$ cat config.mk
export PLATFORM = sky130hd
export DESIGN_NAME = bus_arbiter
export DESIGN_NICKNAME = d
export VERILOG_FILES = /design/src/rtl/bus_arbiter.sv
export SDC_FILE = /design/constraint.sdc
export NUM_CORES = 1
export LEC_CHECK = 0
export ABC_AREA = 1
export BUFFER_PORTS_ARGS = -buffer_cell sky130_fd_sc_hd__buf_4
export CAP_MARGIN = 15
export CORE_UTILIZATION = 55
export CTS_BUF_LIST = sky130_fd_sc_hd__clkbuf_4
export CTS_CLUSTER_DIAMETER = 30
export CTS_CLUSTER_SIZE = 8
export DETAILED_ROUTE_END_ITERATION = 12
export PLACE_DENSITY = 0.78
export SKIP_CTS_REPAIR_TIMING = 1
export SYNTH_ARGS = -nofsm -noshare
export SYNTH_HDL_FRONTEND = slang
export SYNTH_SLANG_ARGS = --single-unit
export TNS_END_PERCENT = 10
$ cat constraint.sdc
create_clock -name clk -period 1.8 [get_ports clk]
set_clock_uncertainty 0.15 [all_clocks]
set_input_delay 0 -clock clk [delete_from_list [all_inputs] [get_ports clk]]
set_output_delay 0 -clock clk [all_outputs]
set_load 0.02 [all_outputs]
$ cat src/rtl/bus_arbiter.sv
// Round-robin two-master / three-slave arbiter and address-phase controller for the shared system bus.
// Latency: a request sampled on a clk edge appears on bus_grant right after that edge; there is a one-cycle turnaround gap between owners.
// Backpressure: the owner keeps the bus until slave_done, its request drops, or the watchdog expires; the other master waits.
//
// Ports:
//   clk, rstn                     bus clock (rising edge), asynchronous active-low reset
//   m1_req, m1_slave_sel          master 1 level request and target (0..2 = slave1..3, 3 = invalid)
//   m2_req, m2_slave_sel          master 2 level request and target
//   slave_done                    one-cycle end-of-transaction pulse from the selected slave
//   bus_grant                     01 = M1 owns the bus, 10 = M2 owns it, 00 = none
//   slave_grant                   one-hot slave select, 000 = none
//   bus_busy                      high while a grant is driven
//   timeout_err, decode_err       one-cycle error pulses
module bus_arbiter #(
  parameter int unsigned TIMEOUT = 255,
  parameter int unsigned CNT_W   = 8
) (
  input  logic       clk,
  input  logic       rstn,
  input  logic       m1_req,
  input  logic [1:0] m1_slave_sel,
  input  logic       m2_req,
  input  logic [1:0] m2_slave_sel,
  input  logic       slave_done,
  output logic [1:0] bus_grant,
  output logic [2:0] slave_grant,
  output logic       bus_busy,
  output logic       timeout_err,
  output logic       decode_err
);

  typedef enum logic [1:0] {IDLE, GRANT_M1, GRANT_M2, RELEASE} state_t;

  // Counter value on the last cycle a grant may be held without completion.
  localparam logic [CNT_W-1:0] TMO_LAST = (TIMEOUT == 0) ? '0 : CNT_W'(TIMEOUT - 1);

  state_t           state_q, state_d;
  logic [CNT_W-1:0] cnt_q, cnt_d;
  logic             last_m2_q, last_m2_d;   // 1 = M2 was the last owner
  logic [1:0]       bus_grant_d;
  logic [2:0]       slave_grant_d;
  logic             bus_busy_d, timeout_err_d, decode_err_d;
  logic             grant_m1, grant_m2, cur_req;

  function automatic logic [2:0] sel_onehot(input logic [1:0] sel);
    case (sel)
      2'd0:    sel_onehot = 3'b001;
      2'd1:    sel_onehot = 3'b010;
      2'd2:    sel_onehot = 3'b100;
      default: sel_onehot = 3'b000;
    endcase
  endfunction

  always_comb begin
    state_d       = state_q;
    cnt_d         = cnt_q;
    last_m2_d     = last_m2_q;
    bus_grant_d   = bus_grant;
    slave_grant_d = slave_grant;
    bus_busy_d    = bus_busy;
    timeout_err_d = 1'b0;
    decode_err_d  = 1'b0;
    // On a tie the master that did not own the bus last wins.
    grant_m1      = m1_req && (!m2_req || last_m2_q);
    grant_m2      = m2_req && (!m1_req || !last_m2_q);
    cur_req       = (state_q == GRANT_M1) ? m1_req : m2_req;

    case (state_q)
      IDLE, RELEASE: begin
        if (grant_m1) begin
          state_d       = GRANT_M1;
          bus_grant_d   = 2'b01;
          slave_grant_d = sel_onehot(m1_slave_sel);
          bus_busy_d    = 1'b1;
          cnt_d         = '0;
          last_m2_d     = 1'b0;
          decode_err_d  = (m1_slave_sel == 2'd3);
        end else if (grant_m2) begin
          state_d       = GRANT_M2;
          bus_grant_d   = 2'b10;
          slave_grant_d = sel_onehot(m2_slave_sel);
          bus_busy_d    = 1'b1;
          cnt_d         = '0;
          last_m2_d     = 1'b1;
          decode_err_d  = (m2_slave_sel == 2'd3);
        end else begin
          state_d       = IDLE;
          bus_grant_d   = 2'b00;
          slave_grant_d = 3'b000;
          bus_busy_d    = 1'b0;
        end
      end
      GRANT_M1, GRANT_M2: begin
        // decode_err high means this grant cycle carried an invalid select: it lasts one cycle only.
        if (decode_err || slave_done || !cur_req ||
            ((TIMEOUT != 0) && (cnt_q == TMO_LAST))) begin
          state_d       = RELEASE;
          bus_grant_d   = 2'b00;
          slave_grant_d = 3'b000;
          bus_busy_d    = 1'b0;
          // Completion or abort take precedence over the watchdog.
          timeout_err_d = !decode_err && !slave_done && cur_req;
        end else if (cnt_q != '1) begin
          cnt_d = cnt_q + CNT_W'(1);
        end
      end
      default: begin
        state_d       = IDLE;
        bus_grant_d   = 2'b00;
        slave_grant_d = 3'b000;
        bus_busy_d    = 1'b0;
      end
    endcase
  end

  always_ff @(posedge clk or negedge rstn) begin
    if (!rstn) begin
      state_q     <= IDLE;
      cnt_q       <= '0;
      last_m2_q   <= 1'b1;
      bus_grant   <= 2'b00;
      slave_grant <= 3'b000;
      bus_busy    <= 1'b0;
      timeout_err <= 1'b0;
      decode_err  <= 1'b0;
    end else begin
      state_q     <= state_d;
      cnt_q       <= cnt_d;
      last_m2_q   <= last_m2_d;
      bus_grant   <= bus_grant_d;
      slave_grant <= slave_grant_d;
      bus_busy    <= bus_busy_d;
      timeout_err <= timeout_err_d;
      decode_err  <= decode_err_d;
    end
  end

endmodule

==> flow_metrics.env <==
export IMPL_status="finished clean"
export IMPL_wl_per_cell_um=12.0
export IMPL_synth_compound_gate_area_share_pct=8.50
export IMPL_cts_tree="done"
export IMPL_numCtsBuffers=3
export IMPL_cp_data_required_time_ns=1.85
export IMPL_yosys_cell_types_count=24
export IMPL_grt_usage_pct=22.2
export IMPL_antenna_left=0
export IMPL_die_x_um=45.9
export IMPL_hold_viol=0
export IMPL_synthMuxAreaShare_pct=0
export IMPL_slowest_delay_ns=0.46
export IMPL_ys_warn_count=0
export IMPL_max_cap_viol_count=0
export IMPL_setup_viol=0
export IMPL_yosysTopAreaCell="dfrtp_1"
export IMPL_yosys_top_cells_area="dfrtp_1 (43%), nand2_1 (13%), nand3_1 (8.0%)"
export IMPL_worst_setup_path_start_kind="flip-flop"
export IMPL_final_cell_mix="nand2_1 (36), dfrtp_1 (18), nand3_1 (17), buf_4 (16), inv_1 (15)"
export IMPL_ios=17
export IMPL_start_util_pct=60.1
export IMPL_mostFrequentLayoutCell="nand2_1"
export IMPL_pre_cts_ws_ns=0.105
export IMPL_dr_pass1_iters=4
export IMPL_clk_latency_ns=0.30
export IMPL_grt_max_degree=20
export IMPL_arrival_ns=1.81
export IMPL_gp_congestion=0.833
export IMPL_grt_pass1_vias=800
export IMPL_synthCells=133
export IMPL_routed_via_density=5.16
export IMPL_crit_slowest_cell="ha_1"
export IMPL_vdd_drop_max_mv=0.772
export IMPL_path_max_fanout=11
export IMPL_port_buffers=16
export IMPL_hpwlAfterDp_um=1490
export IMPL_num_antenna_cells=0
export IMPL_rsz0062_at_grt="yes"
export IMPL_relSlewSlack_pct=47.0
export IMPL_yosysTopAreaCellShare_pct=42.5
export IMPL_synth_seq_cells=19
export IMPL_synth_top_family_by_area="simple AND/OR/NAND/NOR gates"
export IMPL_syn_cell_area_mm2=0.00106
export IMPL_clk_pin_slew_ns=0.11
export IMPL_fin_crit_ns=1.76
export IMPL_vias=954
export IMPL_hold_class="input pin to async pin"
export IMPL_fin_nets=173
export IMPL_cts_root_buf="clkbuf_4"
export IMPL_htreeDepth=1
export IMPL_clock_sinks=19
export IMPL_die_y_um=45.9
export IMPL_antenna_found_initial=0
export IMPL_synth_adder_area_share_pct=3.54
export IMPL_yosys_area_share_xor_xnor_pct=0
export IMPL_synth_nets=145
export IMPL_synth_simple_gate_area_share_pct=35.2
export IMPL_fmax_ghz=0.569
export IMPL_cellPowerDensity_mw_per_mm2=1330
export IMPL_clockBufferDepth=2
export IMPL_crit_chain="ha_1 > inv_4 > nor2_1 > nand3_1 > o31ai_1"
export IMPL_area_growth_pct=24.1
export IMPL_fp_row_count=15
export IMPL_slew_viol_final=0
export IMPL_drcViolationCount=0
export IMPL_crit_type="flip-flop to flip-flop"
export IMPL_n_fill_cell=142
export IMPL_total_leakage_power_nw=0.649
export IMPL_min_period_over_period_pct=97.7
export IMPL_grt_remaining_overflow=0
export IMPL_dieArea_mm2=0.00211
export IMPL_setup_slack_ns=0.0411
export IMPL_drtIter0Drc=23
export IMPL_core_area_mm2=0.00176
export IMPL_setup_tns_ns=0
export IMPL_endpoint_kind="flip-flop"
export IMPL_avgSynthCellArea_um2=7.97
export IMPL_worst_pin_slew_ns=0.792
export IMPL_seq_area_frac_synth_pct=45.0
export IMPL_grt_pass1_wl_um=3340
export IMPL_wl_um=2220
export IMPL_drive_gt1_share_pct=23.1
-- critical path, delay by kind of cell (launching register included) --
family                   cells  cell delay, ns
AO/OA/AOI/OAI                1            0.11
flip-flops                   1            0.40
AND/OR/NAND/NOR              2            0.42
adder cells (fa/ha/maj)      1            0.46
buffers and inverters        1            0.12
-- cells in the mapped netlist --
cell	instances
a21oi_1	3
buf_4	1
buf_8	1
dfrtp_1	18
dfstp_2	1
ha_1	3
inv_1	15
inv_2	1
nand2_1	36
nand2_2	3
nand2_4	3
nand3_1	17
nand3b_1	1
nand4_1	3
nor2_1	8
nor2_2	3
nor4_1	1
o211ai_1	1
o21ai_0	1
o21ai_1	6
o21ai_2	2
o21bai_1	1
o31ai_1	1
or2_2	3
-- logic make-up after synthesis --
kind of cell               count (synthesis)
AOI/OAI and AO/OA                         15
adders and majority gates                  3
buffers and inverters                     18
DFF                                       19
and+or+nand+nor                           78
-- layout make-up --
class | count | area (µm²) | area share, %
multi-input combinational | 96 | 504 | 38.3
clock buffer | 4 | 30.0 | 2.28
timing repair buffer | 25 | 210 | 16.0
sequential | 19 | 477 | 36.3
tap | 25 | 31.3 | 2.38
inverter | 16 | 62.6 | 4.76
-- power by group --
group	internal [mW]	switching [mW]	leakage (nW)
logic	0.289	0.609	0.381
registers	0.544	0.0676	0.249
clock network	0.102	0.132	0.0184
-- layer usage --
metal	vias up	share of wire, %	global-route usage (%)
li1	486	-	-
met1	437	45	31.8
met2	26	49	34.1
met3	5	4.3	2.38
met4	0	1.7	8.82
met5	-	0	0
-- per-stage QoR --
| step | util, % | power (mW) | std cells | hold WS (ns) | instance area [µm²] |
|---|---|---|---|---|---|
| floorplan | - | 1.35 | 133 | -0.446 | 1060 |
| global placement | 67.4 | 1.44 | 172 | -0.269 | 1190 |
| detailed placement | 67.4 | 1.46 | 172 | -0.269 | 1190 |
| CTS | 69.1 | 1.70 | 176 | -0.601 | 1220 |
| global route | 74.5 | 1.87 | 185 | 0.0530 | 1320 |
| finish | 74.5 | 1.74 | 185 | 0.0422 | 1320 |
-- registers in the layout, indices dropped and copies added, names as in the netlist --
register,cells
slave_grant,3
timeout_err,1
bus_grant,2
cnt_q,8
bus_busy,1
state_q,2
decode_err,1
last_m2_q,1
-- final timing paths --
kind,end,cells past startpoint,startpoint,slack (ns)
min reg2reg,bus_busy$_DFFE_PN0P_,2,bus_busy$_DFFE_PN0P_,0.33
max in group asynchronous,cnt_q[6]$_DFFE_PN0P_,3,rstn,0.27
min in group clk,bus_busy$_DFFE_PN0P_,2,bus_busy$_DFFE_PN0P_,0.33
min,last_m2_q$_DFFE_PN1P_,2,rstn,0.04
max reg2reg,decode_err$_DFF_PN0_,5,state_q[0]$_DFFE_PN0P_,0.04
max,decode_err$_DFF_PN0_,5,state_q[0]$_DFFE_PN0P_,0.04
No activity file was read; power rests on OpenSTA's default activity.
